[src/rtl/ita_timer_slave_pkg.sv]
// Shared constants for the ITA timer slave: register offsets, CTRL bit indices
// and the handshake FSM encoding.
package ita_timer_slave_pkg;

  localparam int ITA_ADDR_W = 32;
  localparam int ITA_DATA_W = 32;

  localparam logic [4:0] ITA_TMR_OFS_CTRL     = 5'h00;
  localparam logic [4:0] ITA_TMR_OFS_COUNT_LO = 5'h04;
  localparam logic [4:0] ITA_TMR_OFS_COUNT_HI = 5'h08;
  localparam logic [4:0] ITA_TMR_OFS_CMP_LO   = 5'h0C;
  localparam logic [4:0] ITA_TMR_OFS_CMP_HI   = 5'h10;
  localparam logic [4:0] ITA_TMR_OFS_STATUS   = 5'h14;

  localparam int ITA_TMR_NUM_REGS  = 6;
  localparam int ITA_TMR_CTRL_EN   = 0;
  localparam int ITA_TMR_CTRL_IE   = 1;
  localparam int ITA_TMR_STATUS_PEND = 0;

  typedef enum logic [1:0] {
    ST_IDLE = 2'd0,
    ST_WAIT = 2'd1,
    ST_RESP = 2'd2
  } ita_state_e;

  // Word index of a byte offset inside the 32-byte window.
  function automatic logic [2:0] ofs_to_idx(input logic [4:0] ofs);
    return ofs[4:2];
  endfunction

endpackage

[src/rtl/ita_timer_slave_if.sv]
// ITA load/store port between the LSU (master) and a memory-mapped responder (slave).
interface ita_timer_slave_if;
  import ita_timer_slave_pkg::*;

  logic                  ita_valid;
  logic                  ita_wr;
  logic                  ita_rd;
  logic [ITA_ADDR_W-1:0] ita_addr;
  logic [ITA_DATA_W-1:0] ita_wdata;
  logic [ITA_DATA_W-1:0] ita_rdata;
  logic                  ita_ready;
  logic                  ita_err;

  modport master (
    output ita_valid, ita_wr, ita_rd, ita_addr, ita_wdata,
    input  ita_rdata, ita_ready, ita_err
  );

  modport slave (
    input  ita_valid, ita_wr, ita_rd, ita_addr, ita_wdata,
    output ita_rdata, ita_ready, ita_err
  );

endinterface

[src/rtl/ita_timer_slave_core.sv]
// Timer datapath: prescaler, 64-bit counter, 64-bit compare and sticky pend flag,
// updated through one write strobe per register word.
module ita_timer_slave_core
  import ita_timer_slave_pkg::*;
#(
  parameter int PRESCALE = 1
) (
  input  logic                        clk,
  input  logic                        rst,
  input  logic [ITA_TMR_NUM_REGS-1:0] reg_we,
  input  logic [ITA_DATA_W-1:0]       wdata,
  output logic [1:0]                  ctrl,
  output logic [63:0]                 count,
  output logic [63:0]                 cmp,
  output logic                        pend
);

  localparam logic [15:0] PRESC_LAST = 16'(PRESCALE - 1);

  logic [1:0]  ctrl_reg,  ctrl_next;
  logic [15:0] presc_reg, presc_next;
  logic [63:0] count_reg, count_next;
  logic [63:0] cmp_reg,   cmp_next;
  logic        pend_reg,  pend_next;
  logic        tick;
  logic        en;

  assign en   = ctrl_reg[ITA_TMR_CTRL_EN];
  assign tick = en && (presc_reg == PRESC_LAST);

  always_comb begin
    ctrl_next  = ctrl_reg;
    presc_next = presc_reg;
    count_next = count_reg;
    cmp_next   = cmp_reg;

    if (en) presc_next = tick ? 16'd0 : presc_reg + 16'd1;

    // Software writes are applied after the tick so they replace it entirely.
    if (tick)      count_next = count_reg + 64'd1;
    if (reg_we[1]) count_next = {count_reg[63:32], wdata};
    if (reg_we[2]) count_next = {wdata, count_reg[31:0]};

    if (reg_we[0]) ctrl_next = wdata[1:0];
    if (reg_we[3]) cmp_next  = {cmp_reg[63:32], wdata};
    if (reg_we[4]) cmp_next  = {wdata, cmp_reg[31:0]};

    // Set has priority over write-1-clear.
    pend_next = (pend_reg && !(reg_we[5] && wdata[ITA_TMR_STATUS_PEND]))
              || (en && (count_reg >= cmp_reg));
  end

  always_ff @(posedge clk) begin
    if (rst) begin
      ctrl_reg  <= 2'b00;
      presc_reg <= 16'd0;
      count_reg <= 64'd0;
      cmp_reg   <= 64'hFFFF_FFFF_FFFF_FFFF;
      pend_reg  <= 1'b0;
    end else begin
      ctrl_reg  <= ctrl_next;
      presc_reg <= presc_next;
      count_reg <= count_next;
      cmp_reg   <= cmp_next;
      pend_reg  <= pend_next;
    end
  end

  assign ctrl  = ctrl_reg;
  assign count = count_reg;
  assign cmp   = cmp_reg;
  assign pend  = pend_reg;

endmodule

[src/rtl/ita_timer_slave.sv]
// ITA responder wrapping the timer core: request latch, wait-state FSM,
// address decode and read mux.
module ita_timer_slave
  import ita_timer_slave_pkg::*;
#(
  parameter logic [31:0] BASE_ADDR   = 32'h0200_0000,
  parameter int          WAIT_CYCLES = 1,
  parameter int          PRESCALE    = 1
) (
  input  logic               clk,
  input  logic               rst,
  ita_timer_slave_if.slave   ita,
  output logic               timer_irq
);

  localparam logic [3:0] WAIT_CNT_INIT = (WAIT_CYCLES > 0) ? 4'(WAIT_CYCLES - 1) : 4'd0;

  ita_state_e      state_reg, state_next;
  logic [3:0]      wait_cnt_reg, wait_cnt_next;
  logic            req_wr_reg, req_wr_next;
  logic [2:0]      req_idx_reg, req_idx_next;
  logic            req_in_win_reg, req_in_win_next;
  logic [31:0]     req_wdata_reg, req_wdata_next;

  logic [31:0]     ofs_full;
  logic            unused_ofs;
  logic            wr_fire;
  logic            resp;
  logic [ITA_TMR_NUM_REGS-1:0] reg_we;
  logic [31:0]     rd_word;

  logic [1:0]      ctrl;
  logic [63:0]     count;
  logic [63:0]     cmp;
  logic            pend;

  // Unsigned difference: anything below the base wraps high and lands out of window.
  assign ofs_full   = ita.ita_addr - BASE_ADDR;
  assign unused_ofs = ^ofs_full[1:0];

  always_comb begin
    state_next      = state_reg;
    wait_cnt_next   = wait_cnt_reg;
    req_wr_next     = req_wr_reg;
    req_idx_next    = req_idx_reg;
    req_in_win_next = req_in_win_reg;
    req_wdata_next  = req_wdata_reg;

    case (state_reg)
      ST_IDLE: begin
        if (ita.ita_valid && (ita.ita_wr || ita.ita_rd)) begin
          req_wr_next     = ita.ita_wr;
          req_idx_next    = ofs_to_idx(ofs_full[4:0]);
          req_in_win_next = (ofs_full[31:5] == 27'd0);
          req_wdata_next  = ita.ita_wdata;
          wait_cnt_next   = WAIT_CNT_INIT;
          state_next      = (WAIT_CYCLES > 0) ? ST_WAIT : ST_RESP;
        end
      end
      ST_WAIT: begin
        if (!ita.ita_valid)           state_next = ST_IDLE;
        else if (wait_cnt_reg == 4'd0) state_next = ST_RESP;
        else                           wait_cnt_next = wait_cnt_reg - 4'd1;
      end
      ST_RESP: state_next = ST_IDLE;
      default: state_next = ST_IDLE;
    endcase
  end

  always_ff @(posedge clk) begin
    if (rst) begin
      state_reg      <= ST_IDLE;
      wait_cnt_reg   <= 4'd0;
      req_wr_reg     <= 1'b0;
      req_idx_reg    <= 3'd0;
      req_in_win_reg <= 1'b0;
      req_wdata_reg  <= 32'd0;
    end else begin
      state_reg      <= state_next;
      wait_cnt_reg   <= wait_cnt_next;
      req_wr_reg     <= req_wr_next;
      req_idx_reg    <= req_idx_next;
      req_in_win_reg <= req_in_win_next;
      req_wdata_reg  <= req_wdata_next;
    end
  end

  assign resp    = (state_reg == ST_RESP);
  assign wr_fire = resp && req_wr_reg && req_in_win_reg;

  // Writes commit on the edge that closes the RESP cycle.
  genvar gi;
  generate
    for (gi = 0; gi < ITA_TMR_NUM_REGS; gi++) begin : g_we
      assign reg_we[gi] = wr_fire && (req_idx_reg == 3'(gi));
    end
  endgenerate

  always_comb begin
    rd_word = 32'd0;
    case (req_idx_reg)
      ofs_to_idx(ITA_TMR_OFS_CTRL):     rd_word = {30'd0, ctrl};
      ofs_to_idx(ITA_TMR_OFS_COUNT_LO): rd_word = count[31:0];
      ofs_to_idx(ITA_TMR_OFS_COUNT_HI): rd_word = count[63:32];
      ofs_to_idx(ITA_TMR_OFS_CMP_LO):   rd_word = cmp[31:0];
      ofs_to_idx(ITA_TMR_OFS_CMP_HI):   rd_word = cmp[63:32];
      ofs_to_idx(ITA_TMR_OFS_STATUS):   rd_word = {31'd0, pend};
      default:                          rd_word = 32'd0;
    endcase
  end

  assign ita.ita_ready = resp;
  assign ita.ita_err   = resp && !req_in_win_reg;
  assign ita.ita_rdata = (resp && req_in_win_reg && !req_wr_reg) ? rd_word : 32'd0;

  ita_timer_slave_core #(
    .PRESCALE (PRESCALE)
  ) u_core (
    .clk    (clk),
    .rst    (rst),
    .reg_we (reg_we),
    .wdata  (req_wdata_reg),
    .ctrl   (ctrl),
    .count  (count),
    .cmp    (cmp),
    .pend   (pend)
  );

  assign timer_irq = pend && ctrl[ITA_TMR_CTRL_IE];

endmodule

[src/flat_wrapper.sv]
// flat-port wrapper written by rule: the top's interface ports become plain ports
module ita_timer_slave_flat import ita_timer_slave_pkg::*;
#(
  parameter logic [31:0] BASE_ADDR   = 32'h0200_0000,
  parameter int          WAIT_CYCLES = 1,
  parameter int          PRESCALE    = 1
)
  (clk, rst, timer_irq, ita_ita_valid, ita_ita_wr, ita_ita_rd, ita_ita_addr, ita_ita_wdata, ita_ita_rdata, ita_ita_ready, ita_ita_err);
  ita_timer_slave_if ita_i ();
  input  logic clk;
  input  logic rst;
  output logic timer_irq;
  input wire logic [$bits(ita_i.ita_valid)-1:0] ita_ita_valid;
  input wire logic [$bits(ita_i.ita_wr)-1:0] ita_ita_wr;
  input wire logic [$bits(ita_i.ita_rd)-1:0] ita_ita_rd;
  input wire logic [$bits(ita_i.ita_addr)-1:0] ita_ita_addr;
  input wire logic [$bits(ita_i.ita_wdata)-1:0] ita_ita_wdata;
  output wire logic [$bits(ita_i.ita_rdata)-1:0] ita_ita_rdata;
  output wire logic [$bits(ita_i.ita_ready)-1:0] ita_ita_ready;
  output wire logic [$bits(ita_i.ita_err)-1:0] ita_ita_err;
  assign ita_i.ita_valid = ita_ita_valid;
  assign ita_i.ita_wr = ita_ita_wr;
  assign ita_i.ita_rd = ita_ita_rd;
  assign ita_i.ita_addr = ita_ita_addr;
  assign ita_i.ita_wdata = ita_ita_wdata;
  assign ita_ita_rdata = ita_i.ita_rdata;
  assign ita_ita_ready = ita_i.ita_ready;
  assign ita_ita_err = ita_i.ita_err;
  ita_timer_slave #(.BASE_ADDR(BASE_ADDR), .WAIT_CYCLES(WAIT_CYCLES), .PRESCALE(PRESCALE)) u_core (.clk(clk), .rst(rst), .ita(ita_i), .timer_irq(timer_irq));
endmodule
[config.mk]
export PLATFORM = sky130hd
export DESIGN_NAME = ita_timer_slave_flat
export DESIGN_NICKNAME = d
export VERILOG_FILES = /design/src/rtl/ita_timer_slave_pkg.sv /design/src/rtl/ita_timer_slave_if.sv /design/src/rtl/ita_timer_slave_core.sv /design/src/rtl/ita_timer_slave.sv /design/src/flat_wrapper.sv
export SDC_FILE = /design/constraint.sdc
export NUM_CORES = 1
export LEC_CHECK = 0
export ABC_AREA = 1
export CAP_MARGIN = 0
export CORE_MARGIN = 2
export CORE_UTILIZATION = 46
export CTS_CLUSTER_DIAMETER = 200
export DETAILED_ROUTE_END_ITERATION = 12
export HOLD_SLACK_MARGIN = 0.05
export PLACE_DENSITY = 0.73
export SYNTH_ARGS = -nofsm -noshare
export SYNTH_HDL_FRONTEND = slang
export SYNTH_SLANG_ARGS = --single-unit
[constraint.sdc]
create_clock -name clk -period 4.3 [get_ports clk]
set_input_delay 1.075 -clock clk [delete_from_list [all_inputs] [get_ports clk]]
set_output_delay 1.075 -clock clk [all_outputs]
set_load 0.02 [all_outputs]
# ---- Yosys cells after proc, flatten, opt, wreduce, memory -nomap -nowiden
# Index checks and enable logic that the tools add are counted.
dict set report word_totals {
  wordCells 84
  inputBits 69
  register_bits 190
}
dict set report classes {
  n_lt_le_gt_ge 1
  n_eq_ne 12
  n_addsub 4
  n_reduce_logical 36
  muxes 16
  bitwise_logic 2
}
# operator count
set ops {}
lappend ops {{2-to-1 mux 64 bit} 4}
lappend ops {{case mux 32 bit (6 select lines)} 1}
lappend ops {{adder 64 x 1 -> 64 bit, second input constant} 1}
lappend ops {{>= comparator 64 bit} 1}
lappend ops {{2-to-1 mux 32 bit} 2}
lappend ops {{subtractor 32 x 26 -> 32 bit, second input constant} 1}
lappend ops {{logical NOT 27 bit} 1}
lappend ops {{logical AND 1 bit} 17}
lappend ops {{adder 16 x 1 -> 16 bit, second input constant} 1}
lappend ops {{logical NOT 16 bit} 1}
lappend ops {{2-to-1 mux 16 bit} 1}
lappend ops {{2-to-1 mux 4 bit} 3}
lappend ops {{AND reduction 2 bit} 5}
lappend ops {{case mux 4 bit (2 select lines)} 1}
lappend ops {{equality test 3 x 2 -> 1 bit, second input constant} 2}
lappend ops {{equality test 3 bit, second input constant} 2}
lappend ops {{2-to-1 mux 2 bit} 3}
lappend ops {{inequality test 2 bit, second input constant} 3}
lappend ops {{nonzero test 2 bit} 3}
lappend ops {{logical NOT 4 bit} 1}
lappend ops {{case mux 2 bit (2 select lines)} 1}
lappend ops {{AND reduction 4 bit} 1}
lappend ops {{subtractor 4 x 1 -> 4 bit, second input constant} 1}
lappend ops {{equality test 3 x 1 -> 1 bit, second input constant} 1}
lappend ops {{other kinds (9)} 13}

# ---- Longest topological paths before layout
dict set report logic_depth {
  depth_word 8
  ltp_mapped 17
  depth_no_buf 17
}

# ---- By module
# From an unflattened synthesis, not the netlist that was laid out.
dict set report unflattened {
  hier_cells 1950
  area_unflattened_um2 12425.7
}
# mod area_each_um2 cells_each seq_area_each_um2 instances
set by_module_without_submodules {}
lappend by_module_without_submodules {ita_timer_slave_core 9555.4 1431 2942.8 1}
lappend by_module_without_submodules {ita_timer_slave 2870.3 519 860.8 1}

# ---- Least setup slack after synthesis
# No wires, ideal clock.
dict set report synth_path {
  kind {register to output}
  from {reg u_core.req_idx_reg[0]}
  to {out ita_ita_rdata[10]}
  setup_slack_ns 1.612
  path_stages_with_launch 7
  n_path_buf 2
  t_arrival_ns 1.613
  path_cell_list {dfxtp_1 inv_1 nor3_1 clkbuf_1 buf_2 a221oi_1 nor2_1}
}
dict set report synth_via {
  elab_chain_cells 3
}
# element line
set synth_rtl {}
lappend synth_rtl {{start, declared} ita_timer_slave.sv:21} ;# logic [2:0] req_idx_reg, req_idx_next;
lappend synth_rtl {{start signal, assigned} ita_timer_slave.sv:82} ;# req_idx_reg <= req_idx_next;
lappend synth_rtl {{equality test 3 bit, or another cell as far along} ita_timer_slave.sv:101} ;# case (req_idx_reg)
lappend synth_rtl {{case mux 32 bit (6 select lines) *} ita_timer_slave.sv:101}
lappend synth_rtl {{2-to-1 mux 32 bit *} ita_timer_slave.sv:114} ;# assign ita.ita_rdata = (resp && req_in_win_reg && !req_wr_reg) ? rd_word : 32'd0;
lappend synth_rtl {{end, declared} flat_wrapper.sv:18} ;# output wire logic [$bits(ita_i.ita_rdata)-1:0] ita_ita_rdata;
# Every way passes the cells marked *; elsewhere a longest branch is shown, timed or not.

# ---- Worst setup path after layout
dict set report layout_path {
  from {reg u_core.req_idx_reg[1]}
  to {out ita_ita_rdata[23]}
}
# Same word-level chain as after synthesis.

==> impl_results.md <==
* Outcome: completed
* Worst-skew pair later-pin latency at 0.45 ns
* Area grow syn2layout at 14.92%
* Core box area at 0.02584 mm^2
* Final hold violation count at 0
* Kind of critical path: reg -> out
* RSZ-0062 raised after global routing: no
* Final WL at 43,620 um
* Die W at 165.3 um
* GRT Total Usage at 32.40%
* Final Core Density at 53.23%
* Pwr dens at 273.7 mW/mm^2
* Critical Path RT at 3.22 ns
* FMAX at 256.7 MHz
* Yosys cell types at 45
* Seq/Total Area, Yosys at 31.78%
* Clk root buf: clkbuf_16
* Share of cells above drive strength 1 at 4.608%
* Die Span Y at 165.3 um
* Slowest CP cell: clkdlybuf4s50_1
* Worst Path Buf+Inv at 3
* Mapped Cells at 1,819
* Actual slew at the worst max-slew pin at 0.8872 ns
* Antenna viol nets, final at 0
* Lkg Pwr at 5.841 nW
* Top Ports at 104
* RePlAce Congestion at 1.012
* DRT iter0 DRCs at 1,373
* Yosys warnings at 0
* Drc violations at 0
* Post-cts resize count at 0
* Vias in the first global route at 12,250
* # port buffers at 101
* Synth Cell Area at 0.01197 mm^2
* Final period utilization at 90.58%
* Post-synth net total at 1,957
* CP arrival at 2.82 ns
* # rows at 59
* Placed Cells incl. Taps at 2,191
* Fin nets at 2,013
* Max_slew headroom at 40.71%
* Final Setup Violations at 0
* Max cap viols at 0
* Area of placed instances at 0.01316 mm^2
* Startpoint types: flop
* Max Root-Sink Buffers at 2
* Primary FF master, synth: dfxtp_1
* Ant diodes at 0
* Syn Area/Cell at 6.580 um^2
* # clock sinks at 190
* Final cell count without fillers at 2,223
* Worst Path Max Fanout at 30
* CTS tree: done
* Gr ovfl total at 0
* Initial antenna violation count at 0
* Largest net degree at the start of global routing at 59
* Min Tclk post-route at 3.895 ns
* Setup TNS at 0 ns
* Fin. max-slew vios at 0
* Vias per inst at 5.864
* Worst vdd ir at 0.2367 mV
* Hold-fix buffers at CTS at 0
* Per-cell routed wire length at 19.62 um
* Setup Skew at 0.01824 ns
* CTS Buf Count at 17
* Die area at 0.02733 mm^2
* Post-synth EDFFs at 0
* Asr flop ratio synth at 0%
* First-pass GRT wire length at 67,560 um
* Post-synthesis register bit count at 190
* H-tree Lvls at 4
* Top cells by count, synth: nand2_1, a21oi_1, inv_1, dfxtp_1, nor2_1
* Hold WC Path Type: reg -> reg
* Crit-path leading delay family: buffers and inverters
* Setup repair bufs after CTS at 0
* Largest cells by area after synthesis: dfxtp_1, nand2_1, a21oi_1
* Hpwl dp at 32,380 um
* Leading area contributor after synthesis: dfxtp_1
* Crit path largest cell delay at 0.62 ns
* Kind of end point of the critical path: output pin
* Area share of the largest cell type after synthesis at 31.78%
* Pwr Total at 3.765 mW
* DR vias at 13,040
* Worst-path clk slew at 0.09 ns
* Design area at 0.01375 mm^2
* TritonRoute pass-1 iters at 8
* Most frequent cell after synthesis: nand2_1
* CP Cell Sequence: inv_1, nor3_2, inv_2, o22ai_1, a221oi_1, nor2_1, clkdlybuf4s50_1
* Initial Util at 46.32%
==> worst min-delay path, delay by kind of cell, from the launching register on <==
family / cells / cell delay [ns]
flops: 1 / 0.32
compound gates: 1 / 0.06
simple gates: 1 / 0.06
==> cell families (layout without fill, tap and decap cells) <==
logic type      Yosys count  in the layout  synth area share [%]
flops                   190            190                 31.78
xor+xnor                 17             17                 1.244
buf+inv                 320            389                 10.72
compound gates          497            497                 22.68
simple gates            726            726                 26.36
fa+ha+maj                69             69                 7.213
==> metrics by stage <==
stage | hold slack [ns] | setup slack (ns)
finish | 0.4703 | 0.4051
global route | 0.5080 | 0.2894
CTS | 0.4718 | 0.4431
detailed placement | 0.4582 | 0.9258
global placement | 0.4553 | 0.9374
floorplan | 0.4440 | 1.612
==> cell usage in the layout, fill, tap and decap left out, types with 17 or more instances in the layout <==
master             n
a21oi_1          236
a221oi_1          31
buf_4             17
clkbuf_16         17
clkdlybuf4s50_1  100
dfxtp_1          190
ha_1              69
inv_1            231
nand2_1          329
nand3_1           85
nand4_1           31
nor2_1           187
nor3_1            45
o21ai_0          164
o22ai_1           37
==> report_power, final <==
group,internal (mW),switching [mW]
Clock,0.788,0.850
Sequential,1.79,0.0434
Combinational,0.122,0.173
==> layout make-up <==
| class | count | area, um^2 |
|---|---|---|
| multi-input cells | 1309 | 6905 |
| clock buffers | 18 | 429.2 |
| fillers | 2607 | 12080 |
| flip-flops and latches | 190 | 3804 |
| repair buffers | 117 | 1129 |
| clock inverters | 14 | 167.7 |
| well taps | 335 | 419.2 |
| inverters | 240 | 900.9 |
==> final timing paths <==
check	slack, ns	from	cells past startpoint	to
setup / recovery	0.41	u_core.req_idx_reg[1]	7	ita_ita_rdata[23]
hold / removal	0.47	u_core.wait_cnt_reg[0]	2	u_core.wait_cnt_reg[0]
setup reg to reg	0.88	u_core.req_idx_reg[1]	9	u_core.u_core.count[4]
hold reg to reg	0.47	u_core.wait_cnt_reg[0]	2	u_core.wait_cnt_reg[0]
==> layer usage <==
metal | up-vias | GRT usage (%) | part of all wire, %
met2 | 654 | 51.99 | 45
met4 | 0 | 13.52 | 4.0
met5 | - | 0 | 0
li1 | 6237 | - | -
met1 | 6037 | 42.97 | 43
met3 | 107 | 5.744 | 8.1
(Power assumes the default switching activity.)
